## config.mk

```make
export PLATFORM = sky130hd
export DESIGN_NAME = dmem_arbiter_flat
export DESIGN_NICKNAME = d
export VERILOG_FILES = /design/src/rtl/dmem_arbiter_pkg.sv /design/src/rtl/dmem_arbiter_if.sv /design/src/rtl/dmem_arbiter_rr_picker.sv /design/src/rtl/dmem_arbiter.sv /design/src/flat_wrapper.sv
export SDC_FILE = /design/constraint.sdc
export NUM_CORES = 1
export LEC_CHECK = 0
export BUFFER_PORTS_ARGS = -buffer_cell sky130_fd_sc_hd__buf_2
export CAP_MARGIN = 20
export CORE_AREA = 8 8 55 57
export DETAILED_ROUTE_END_ITERATION = 6
export DIE_AREA = 0 0 63 65
export PLACE_DENSITY_LB_ADDON = 0.15
export SETUP_SLACK_MARGIN = 0.05
export SYNTH_ARGS = -nofsm -noshare
export SYNTH_HDL_FRONTEND = slang
export SYNTH_HIERARCHICAL = 1
export SYNTH_SLANG_ARGS = --single-unit
```

## constraint.sdc

```tcl
create_clock -name clk -period 2.05 [get_ports clk]
set_clock_uncertainty 0.1 [all_clocks]
set_input_delay 0.3075 -clock clk [delete_from_list [all_inputs] [get_ports clk]]
set_output_delay 0.3075 -clock clk [all_outputs]
set_load 0.02 [all_outputs]
```

## src/rtl/dmem_arbiter_pkg.sv

```systemverilog
// Shared types and helpers for the data-memory arbiter.
// Optional lock feature is selected with the DMEM_ARB_LOCK_EN macro.
package dmem_arb_pkg;

    typedef enum logic {
        ARB  = 1'b0,
        LOCK = 1'b1
    } arb_state_e;

    localparam int DMEM_ADDR_W = 5;
    localparam int DMEM_DATA_W = 8;
    localparam int MAX_REQ     = 4;

    // Behavioural round-robin pick: first set bit of valid at or after ptr,
    // wrapping modulo n (n <= MAX_REQ). Returns 0 when nothing is valid.
    function automatic logic [1:0] rr_pick(input logic [MAX_REQ-1:0] valid,
                                           input logic [1:0]         ptr,
                                           input int                 n);
        logic [1:0] r_pick;
        logic       found;
        int         idx;
        r_pick = '0;
        found  = 1'b0;
        for (int k = 0; k < MAX_REQ; k++) begin
            idx = (int'(ptr) + k) % n;
            if (k < n && !found && valid[idx[1:0]]) begin
                found  = 1'b1;
                r_pick = idx[1:0];
            end
        end
        return r_pick;
    endfunction

endpackage

```

## src/rtl/dmem_arbiter_if.sv

```systemverilog
// Requester-side bus of the data-memory arbiter.
// The req_lock vector exists only when DMEM_ARB_LOCK_EN is defined.
interface dmem_arbiter_if #(
    parameter int NUM_REQ = 2,
    parameter int ADDR_W  = 5,
    parameter int DATA_W  = 8
);
    logic [NUM_REQ-1:0]             req_valid;
    logic [NUM_REQ-1:0]             req_we;
    logic [NUM_REQ-1:0][ADDR_W-1:0] req_addr;
    logic [NUM_REQ-1:0][DATA_W-1:0] req_wdata;
`ifdef DMEM_ARB_LOCK_EN
    logic [NUM_REQ-1:0]             req_lock;
`endif
    logic [NUM_REQ-1:0]             req_ready;
    logic [NUM_REQ-1:0]             rsp_valid;
    logic [DATA_W-1:0]              rsp_rdata;

    // Requesters side
    modport master (
`ifdef DMEM_ARB_LOCK_EN
        output req_lock,
`endif
        output req_valid, req_we, req_addr, req_wdata,
        input  req_ready, rsp_valid, rsp_rdata
    );

    // Arbiter side
    modport slave (
`ifdef DMEM_ARB_LOCK_EN
        input  req_lock,
`endif
        input  req_valid, req_we, req_addr, req_wdata,
        output req_ready, rsp_valid, rsp_rdata
    );
endinterface

```

## src/rtl/dmem_arbiter_rr_picker.sv

```systemverilog
// Combinational round-robin picker: rotate the request vector so that ptr
// sits at bit 0, priority-encode the lowest set bit, then unrotate the index.
module rr_picker #(
    parameter  int N  = 2,
    localparam int PW = (N > 1) ? $clog2(N) : 1
) (
    input  logic [N-1:0]  i_valid,
    input  logic [PW-1:0] i_ptr,
    output logic [N-1:0]  o_onehot,
    output logic [PW-1:0] o_idx,
    output logic          o_any
);
    logic [N-1:0]  w_rot;
    logic [PW-1:0] w_enc;
    logic          w_found;
    logic [PW:0]   w_sum;
    logic [PW:0]   w_wrap;

    // w_rot[gi] = i_valid[(ptr + gi) mod N]
    generate
        for (genvar gi = 0; gi < N; gi++) begin : g_rot
            logic [PW:0] w_src;
            logic [PW:0] w_src_wrap;
            assign w_src      = {1'b0, i_ptr} + (PW+1)'(gi);
            assign w_src_wrap = (w_src >= (PW+1)'(N)) ? (w_src - (PW+1)'(N)) : w_src;
            assign w_rot[gi]  = i_valid[w_src_wrap[PW-1:0]];
        end
    endgenerate

    // Lowest set bit of the rotated vector is the closest requester after ptr
    always_comb begin
        w_enc   = '0;
        w_found = 1'b0;
        for (int k = 0; k < N; k++) begin
            if (!w_found && w_rot[k]) begin
                w_found = 1'b1;
                w_enc   = PW'(k);
            end
        end
    end

    assign w_sum    = {1'b0, i_ptr} + {1'b0, w_enc};
    assign w_wrap   = (w_sum >= (PW+1)'(N)) ? (w_sum - (PW+1)'(N)) : w_sum;
    assign o_idx    = w_wrap[PW-1:0];
    assign o_any    = w_found;
    assign o_onehot = w_found ? (N'(1) << o_idx) : '0;
endmodule

```

## src/rtl/dmem_arbiter.sv

```systemverilog
// Round-robin arbiter sharing a single-port data memory (combinational read,
// posedge write) among NUM_REQ requesters; one access per cycle, read data
// returned one cycle after the grant.
// Define DMEM_ARB_LOCK_EN to let a requester hold the grant for up to
// MAX_LOCK consecutive accesses (MAX_LOCK >= 2).
module dmem_arbiter
    import dmem_arb_pkg::*;
#(
    parameter  int NUM_REQ  = 2,
    parameter  int ADDR_W   = DMEM_ADDR_W,
    parameter  int DATA_W   = DMEM_DATA_W,
    parameter  int MAX_LOCK = 4,
    localparam int PW       = (NUM_REQ > 1) ? $clog2(NUM_REQ) : 1
) (
    input  logic               clk,
    input  logic               rst,
    dmem_arbiter_if.slave      bus,
    output logic [ADDR_W-1:0]  o_mem_read_addr,
    input  logic [DATA_W-1:0]  i_mem_read_data,
    output logic               o_mem_write_enable,
    output logic [ADDR_W-1:0]  o_mem_write_addr,
    output logic [DATA_W-1:0]  o_mem_write_data
);
    logic [PW-1:0]      r_rr_ptr;
    logic [NUM_REQ-1:0] r_rsp_valid;
    logic [DATA_W-1:0]  r_rsp_rdata;

    logic [NUM_REQ-1:0] w_mask;
    logic [NUM_REQ-1:0] w_elig;
    logic [NUM_REQ-1:0] w_onehot;
    logic [PW-1:0]      w_idx;
    logic               w_grant;
    logic               w_gnt_we;
    logic [PW:0]        w_ptr_inc;
    logic [PW-1:0]      w_ptr_next;

`ifdef DMEM_ARB_LOCK_EN
    localparam int CW = $clog2(MAX_LOCK + 1);

    arb_state_e         r_state, w_state_next;
    logic [PW-1:0]      r_owner, w_owner_next;
    logic [CW-1:0]      r_lock_cnt, w_lock_cnt_next;

    // While locked only the owner is eligible
    assign w_mask = (r_state == LOCK) ? (NUM_REQ'(1) << r_owner) : '1;

    // Lock FSM state register
    always_ff @(posedge clk or posedge rst) begin
        if (rst) begin
            r_state    <= ARB;
            r_owner    <= '0;
            r_lock_cnt <= '0;
        end else begin
            r_state    <= w_state_next;
            r_owner    <= w_owner_next;
            r_lock_cnt <= w_lock_cnt_next;
        end
    end

    // Lock FSM next state; lock_cnt counts grants held including the first,
    // so the grant that brings it to MAX_LOCK releases the lock.
    always_comb begin
        w_state_next    = r_state;
        w_owner_next    = r_owner;
        w_lock_cnt_next = r_lock_cnt;
        case (r_state)
            ARB: begin
                if (w_grant && bus.req_lock[w_idx]) begin
                    w_state_next    = LOCK;
                    w_owner_next    = w_idx;
                    w_lock_cnt_next = CW'(1);
                end
            end
            LOCK: begin
                if (w_grant) begin
                    if (!bus.req_lock[w_idx] || r_lock_cnt == CW'(MAX_LOCK - 1)) begin
                        w_state_next    = ARB;
                        w_lock_cnt_next = '0;
                    end else begin
                        w_lock_cnt_next = r_lock_cnt + CW'(1);
                    end
                end
            end
            default: begin
                w_state_next    = ARB;
                w_lock_cnt_next = '0;
            end
        endcase
    end
`else
    assign w_mask = '1;
`endif

    // No grant (and therefore no write) while reset is held
    assign w_elig = bus.req_valid & w_mask & {NUM_REQ{~rst}};

    rr_picker #(.N(NUM_REQ)) u_picker (
        .i_valid  (w_elig),
        .i_ptr    (r_rr_ptr),
        .o_onehot (w_onehot),
        .o_idx    (w_idx),
        .o_any    (w_grant)
    );

    assign w_gnt_we   = w_grant & bus.req_we[w_idx];
    assign w_ptr_inc  = {1'b0, w_idx} + (PW+1)'(1);
    assign w_ptr_next = (w_ptr_inc >= (PW+1)'(NUM_REQ)) ? '0 : w_ptr_inc[PW-1:0];

    assign bus.req_ready      = w_onehot;
    assign o_mem_read_addr    = w_grant ? bus.req_addr[w_idx]  : '0;
    assign o_mem_write_addr   = w_grant ? bus.req_addr[w_idx]  : '0;
    assign o_mem_write_data   = w_grant ? bus.req_wdata[w_idx] : '0;
    assign o_mem_write_enable = w_gnt_we;

    // Round-robin pointer moves past the winner on every grant
    always_ff @(posedge clk or posedge rst) begin
        if (rst) begin
            r_rr_ptr <= '0;
        end else if (w_grant) begin
            r_rr_ptr <= w_ptr_next;
        end
    end

    // One-cycle response: grantee one-hot plus captured read data (0 for writes)
    always_ff @(posedge clk or posedge rst) begin
        if (rst) begin
            r_rsp_valid <= '0;
            r_rsp_rdata <= '0;
        end else begin
            r_rsp_valid <= w_onehot;
            r_rsp_rdata <= (w_grant && !w_gnt_we) ? i_mem_read_data : '0;
        end
    end

    assign bus.rsp_valid = r_rsp_valid;
    assign bus.rsp_rdata = r_rsp_rdata;
endmodule

```

## src/flat_wrapper.sv

```systemverilog
// flat-port wrapper written by rule: the top's interface ports become plain ports
module dmem_arbiter_flat import dmem_arb_pkg::*;
#(
    parameter  int NUM_REQ  = 2,
    parameter  int ADDR_W   = DMEM_ADDR_W,
    parameter  int DATA_W   = DMEM_DATA_W,
    parameter  int MAX_LOCK = 4,
    localparam int PW       = (NUM_REQ > 1) ? $clog2(NUM_REQ) : 1
)
  (clk, rst, o_mem_read_addr, i_mem_read_data, o_mem_write_enable, o_mem_write_addr, o_mem_write_data, bus_req_valid, bus_req_we, bus_req_addr, bus_req_wdata, bus_req_ready, bus_rsp_valid, bus_rsp_rdata);
  dmem_arbiter_if #(.NUM_REQ(NUM_REQ), .ADDR_W(ADDR_W), .DATA_W(DATA_W)) bus_i ();
  input  logic clk;
  input  logic rst;
  output logic [ADDR_W-1:0] o_mem_read_addr;
  input  logic [DATA_W-1:0] i_mem_read_data;
  output logic o_mem_write_enable;
  output logic [ADDR_W-1:0] o_mem_write_addr;
  output logic [DATA_W-1:0] o_mem_write_data;
  input wire logic [$bits(bus_i.req_valid)-1:0] bus_req_valid;
  input wire logic [$bits(bus_i.req_we)-1:0] bus_req_we;
  input wire logic [$bits(bus_i.req_addr)-1:0] bus_req_addr;
  input wire logic [$bits(bus_i.req_wdata)-1:0] bus_req_wdata;
  output wire logic [$bits(bus_i.req_ready)-1:0] bus_req_ready;
  output wire logic [$bits(bus_i.rsp_valid)-1:0] bus_rsp_valid;
  output wire logic [$bits(bus_i.rsp_rdata)-1:0] bus_rsp_rdata;
  assign bus_i.req_valid = bus_req_valid;
  assign bus_i.req_we = bus_req_we;
  assign bus_i.req_addr = bus_req_addr;
  assign bus_i.req_wdata = bus_req_wdata;
  assign bus_req_ready = bus_i.req_ready;
  assign bus_rsp_valid = bus_i.rsp_valid;
  assign bus_rsp_rdata = bus_i.rsp_rdata;
  dmem_arbiter #(.NUM_REQ(NUM_REQ), .ADDR_W(ADDR_W), .DATA_W(DATA_W), .MAX_LOCK(MAX_LOCK)) u_core (.clk(clk), .rst(rst), .bus(bus_i), .o_mem_read_addr(o_mem_read_addr), .i_mem_read_data(i_mem_read_data), .o_mem_write_enable(o_mem_write_enable), .o_mem_write_addr(o_mem_write_addr), .o_mem_write_data(o_mem_write_data));
endmodule
```

==> results of run 1 <==
==> report_power, final <==
part,switching [mW],internal (mW)
Sequential,0.0150,0.239
Clock,0.0668,0.0752
Combinational,0.227,0.242
==> cell usage after synthesis <==
cell type	count
buf_6	2
mux2i_1	14
nor2b_1	16
and3_1	8
a21boi_1	1
nor2_1	2
dfrtp_1	11
mux2i_4	1
clkbuf_1	2
buf_4	5
inv_1	3
or2_1	1
a21boi_2	1
==> registers in the layout (all words and copies together) (netlist names) <==
name                  flops
u_core/bus.rsp_valid      2
u_core/bus.rsp_rdata      8
u_core/r_rr_ptr           1
==> metrics by stage <==
| stage | setup WS (ns) | cells | hold WS (ns) | power (mW) | area [um^2] |
|---|---|---|---|---|---|
| 2_1_floorplan | 0.0338 | 67 | 0.0599 | 0.552 | 752 |
| 3_3_place_gp | 0.148 | 159 | 0.253 | 0.644 | 1080 |
| 3_5_place_dp | 0.114 | 159 | 0.259 | 0.650 | 1080 |
| 4_1_cts | 0.0710 | 166 | 0.169 | 0.854 | 1180 |
| 5_1_grt | 0.0122 | 167 | 0.171 | 0.926 | 1230 |
| 6_report | 0.104 | 167 | 0.178 | 0.864 | 1230 |
==> final timing paths <==
kind	start	endpoint	slack [ns]	cells past startpoint
max	u_core/r_rr_ptr	o_mem_write_addr[3]	0.10	6
min	i_mem_read_data[6]	u_core/bus.rsp_rdata[6]	0.18	2
max reg2reg	u_core/r_rr_ptr	u_core/bus.rsp_rdata[3]	0.50	6
min reg2reg	u_core/r_rr_ptr	u_core/r_rr_ptr	0.50	2
max in group asynchronous	rst	u_core/r_rr_ptr	1.02	3
min in group asynchronous	rst	u_core/bus.rsp_valid[0]	0.53	3
==> metal layers <==
metal | track usage (%) | up-vias | part of all wire [%]
met5 | 0 | - | 0
met1 | 9.60 | 337 | 35
met3 | 4.47 | 2 | 11
met4 | 6.84 | 0 | 1.2
li1 | - | 359 | -
met2 | 19.8 | 44 | 53
==> cell type report <==
class	instances	area, um^2	share of cell area, %
Clock buffer	4	26.3	2.13
Inverter	3	11.3	0.914
Multi-Input combinational cell	44	390	31.7
Sequential cell	11	277	22.4
Tap cell	28	35.0	2.84
Timing Repair Buffer	77	493	40.0
==> repair_timing <==
action                                  CTS  global route
hold endpoints to repair                 11             0
setup buffers                             1             1
hold buffers                              1             0
endpoints found under the setup margin   11            17
resized for setup                         9            17
pin swaps                                 2             0
gates cloned                              1             0
==> kinds of logic after synthesis <==
kind of cell / Yosys count / synth area share, %
muxes: 15 / 23.3
AOI/OAI and AO/OA: 2 / 2.68
buffers and inverters: 12 / 11.3
DFF: 11 / 39.4
and+or+nand+nor: 27 / 23.4
==> critical path, cell delays in order (launching register included) <==
cell      delay [ns]
dfrtp_2         0.45
a21boi_4        0.18
nor2_4          0.07
buf_12          0.14
mux2i_1         0.13
nor2b_2         0.17
buf_6           0.14
==> flow_summary_export.csv, run 1 <==
group,metric,value,unit
run_status,status,"finished, final reports clean",
die,floorplan.die_area,4100,um^2
place,dpl.hpwl,1.75,mm
cells_and_area,mostFrequentLayoutCells,"56 x buf_2, 14 x mux2i_1, 12 x buf_4, 10 x dfrtp_1, 9 x nor2b_1",
die,die_x,63,um
die,initial_core_util,32.6,%
cells_and_area,final_common_cell,"buf_2",
timing,post-route-min-period,1.95,ns
timing,relSlewSlack,74.1,%
clock_network,clk_latency,0.26,ns
cells_and_area,drive_gt1_share,65.5,%
routing,drc_errors,0,
routing,first_iter_violations,2,
synthesis,synth.avg_cell_area,10.4,um^2
cells_and_area,final_core_util,57.4,%
synthesis,synth_area_leaders,"dfrtp_1 39%, mux2i_1 20%, nor2b_1 14%",
timing,setup_tns,0,ns
synthesis,yosysTopAreaCellShare,39.4,%
clock_network,numCtsBuffers,3,
place,port_buffers,70,
timing,final.period_utilization,94.9,%
routing,via_count,742,
global_routing,grt_pass1_vias,894,
timing,grt_setup_unrepaired,"true",
setup_path,critPathLaunchType,"register",
synthesis,yosysTopAreaCell,"dfrtp_1",
global_routing,grt_pass1_wl,3.64,mm
synthesis,synth-seq-cells,11,
setup_path,required,1.64,ns
cells_and_area,syn2layout_area_growth,76.2,%
timing,finalHoldViolCount,0,
pwr,vdd_drop_max,0.327,mV
setup_path,crit_arrival,1.54,ns
routing,detail-route-antenna-nets,0,
clock_network,cts_htree_levels,1,
synthesis,synth_nets,107,
timing,slew_violations,0,
setup_path,critPathCaptureType,"output port",
synthesis,yosys_warnings,6,
clock_network,clock-root-buffer,"clkbuf_4",
routing,drt-pass1-iter-count,2,
job,cap_violations,0,
timing,fmax,514,MHz
die,ios,71,
setup_path,setup.worst_path.class,"reg -> out",
timing,final-setup-viol-count,0,
die,row_count,17,
clock_network,clk_pin_slew,0.07,ns
synthesis,synthCells,67,
pwr,p_leak,0.738,nW
global_routing,antenna_found_initial,0,
cells_and_area,antenna_cells,0,
timing,worstMarginPinSlew,0.388,ns
routing,wl_per_cell,13.3,um
global_routing,grt_max_degree,24,
global_routing,overflow,0,
cells_and_area,nFillCells,193,
synthesis,ys_seq_area_share,39.4,%
clock_network,cts_num_sinks,11,
pwr,p_per_area,701,nW/um^2
setup_path,cp_max_fo,8,
clock_network,cts_tree,"yes",
cells_and_area,layout.nets,180,
global_routing,grt_use_total,10.8,%
place,gp_congestion,0.722,
routing,finalWirelength,2.23,mm
synthesis,ys_types,13,
clock_network,clock_path_buffers,2,
die,dieHeight,65,um
die,core_region_area,2150,um^2
synthesis,syn_area,699,um^2
routing,vias_per_cell,4.44,
worst_hold_path,hold_class,"in -> reg",
Power figures use the tool's default switching activity.
==> run 2: changes to the inputs <==
--- a/config.mk
+++ b/config.mk
@@ -7,9 +7,9 @@
 export LEC_CHECK = 0
 export BUFFER_PORTS_ARGS = -buffer_cell sky130_fd_sc_hd__buf_2
 export CAP_MARGIN = 20
-export CORE_AREA = 8 8 55 57
+export CORE_AREA = 5 5 52 54
 export DETAILED_ROUTE_END_ITERATION = 6
-export DIE_AREA = 0 0 63 65
+export DIE_AREA = 0 0 57 59
 export PLACE_DENSITY_LB_ADDON = 0.15
 export SETUP_SLACK_MARGIN = 0.05
 export SYNTH_ARGS = -nofsm -noshare
==> flow_summary_export.csv, run 2 (synthesis results as in run 1) <==
group,metric,value,unit
run_status,status,"finished, final reports clean",
place,dpl.hpwl,1.51,mm
setup_path,reg2reg_slack,0.51,ns
pwr,fin_total_pwr,0.853,mW
setup_path,r2r_cells,6,
place,dp_cells,158,
global_routing,overflow,0,
global_routing,grt_pass1_wl,2.93,mm
die,floorplan.die_area,3360,um^2
die,die_x,57,um
worst_hold_path,min-delay-start,"i_mem_read_data[1]",
timing,final.period_utilization,94.5,%
setup_path,crit_path_end,"o_mem_write_addr[3]",
die,initial_core_util,32.2,%
routing,drt-pass1-iter-count,2,
setup_path,r2r-end,"u_core/bus.rsp_rdata[7]",
timing,finalHoldViolCount,0,
worst_hold_path,hold_class,"in -> reg",
routing,finalWirelength,1.95,mm
cells_and_area,instances_no_fill,167,
job,cap_violations,0,
clock_network,cts_htree_levels,1,
cells_and_area,nFillCells,214,
place,port_buffers,70,
pwr,p_leak,0.728,nW
clock_network,cts_tree,"yes",
timing,fmax,516,MHz
die,row_count,17,
timing,setup_tns,0,ns
cells_and_area,final_core_util,55.1,%
timing,final-setup-viol-count,0,
timing,relSlewSlack,73.7,%
setup_path,crit_arrival,1.53,ns
clock_network,clk_latency,0.25,ns
global_routing,grt_pass1_vias,703,
cells_and_area,final_common_cell,"buf_2",
routing,vias_per_cell,4.28,
cells_and_area,layout.nets,180,
global_routing,grt_max_degree,24,
clock_network,cts_num_sinks,11,
routing,detail-route-antenna-nets,0,
pwr,p_per_area,714,nW/um^2
die,dieHeight,59,um
clock_network,clock_path_buffers,2,
timing,worstMarginPinSlew,0.394,ns
clock_network,clk_pin_slew,0.06,ns
setup_path,critPathCaptureType,"output port",
routing,first_iter_violations,8,
setup_path,required,1.64,ns
setup_path,regToRegStartpoint,"u_core/r_rr_ptr",
routing,wl_per_cell,11.7,um
cells_and_area,drive_gt1_share,66.9,%
cells_and_area,antenna_cells,0,
timing,slew_violations,0,
setup_path,cp_max_fo,8,
setup_path,critPathLaunchType,"register",
clock_network,clock-root-buffer,"clkbuf_4",
routing,drc_errors,0,
timing,grt_setup_unrepaired,"true",
clock_network,numCtsBuffers,3,
global_routing,antenna_found_initial,0,
setup_path,setup.worst_path.class,"reg -> out",
place,gp_congestion,0.669,
pwr,vdd_drop_max,0.283,mV
cells_and_area,syn2layout_area_growth,70.8,%
cells_and_area,mostFrequentLayoutCells,"68 x buf_2, 12 x mux2i_1, 11 x dfrtp_1, 9 x nor2b_1, 8 x and3_1",
cells_and_area,largest_reg_flops,8,
timing,post-route-min-period,1.94,ns
routing,via_count,715,
die,core_region_area,2170,um^2
die,ios,71,
setup_path,startpoint,"u_core/r_rr_ptr",
global_routing,grt_use_total,11.1,%
[run 2: changes by cell type in the layout (fill, tap and decap cells not counted), moves of 2 or more]
cell | previous run | this run
buf_2 | 56 | 68
buf_4 | 12 | 6
mux2i_1 | 14 | 12
buf_6 | 6 | 0
[run 2: worst max-delay path: stages (launching register included)]
cell	delay [ns]
dfrtp_1	0.43
a21boi_4	0.18
nor2_4	0.06
buf_12	0.15
mux2i_4	0.18
nor2b_2	0.11
buf_2	0.17
[run 2: power by group]
part | total [mW] | internal, mW | switching [mW]
Clock | 0.137 | 0.0750 | 0.0623
Combinational | 0.465 | 0.234 | 0.231
Sequential | 0.250 | 0.237 | 0.0130
Total | 0.853 | 0.546 | 0.307
[run 2: final cells by class]
| cell class | instances | area (um^2) | share of cell area, % |
|---|---|---|---|
| Timing Repair Buffer | 77 | 440 | 36.9 |
| Multi-Input combinational cell | 44 | 407 | 34.0 |
| Sequential cell | 11 | 275 | 23.0 |
| Tap cell | 28 | 35.0 | 2.93 |
| Clock buffer | 4 | 26.3 | 2.20 |
| Inverter | 3 | 11.3 | 0.942 |
[run 2: metrics by stage]
stage,instance area (um^2),hold slack (ns),setup WS (ns)
6_report,1190,0.184,0.113
5_1_grt,1190,0.172,0.0251
4_1_cts,1120,0.174,0.0625
3_5_place_dp,1080,0.252,0.0448
3_3_place_gp,1080,0.250,0.0914
2_1_floorplan,752,0.0599,0.0338
[run 2: metal layers]
layer	GRT usage, %	vias up	share of wire (%)	wire [um]
met5	0	-	0	0
met4	4.97	0	0.97	19
met3	3.27	2	10	203
met2	20.1	37	54	1060
met1	11.9	316	34	672
li1	-	360	-	-
[run 2: repair_timing]
item / in CTS / in global routing
setup buffers: 1 / 2
gates resized for setup: 1 / 8
pin swaps: 0 / 2
endpoints found under the hold margin: 11 / 0
setup endpoints to repair: 8 / 19
hold buffers: 1 / 0
gates cloned: 0 / 1
[run 2: how the worst min path moves through the flow]
stage,to,slack (ns),cells after the start
6_report,u_core/bus.rsp_rdata[1],0.18,2
5_1_grt,u_core/bus.rsp_rdata[2],0.17,2
4_1_cts,u_core/bus.rsp_rdata[0],0.17,2
3_5_place_dp,u_core/r_rr_ptr,0.25,2
3_3_place_gp,u_core/bus.rsp_valid[1],0.25,2
2_1_floorplan,u_core/bus.rsp_rdata[0],0.06,1
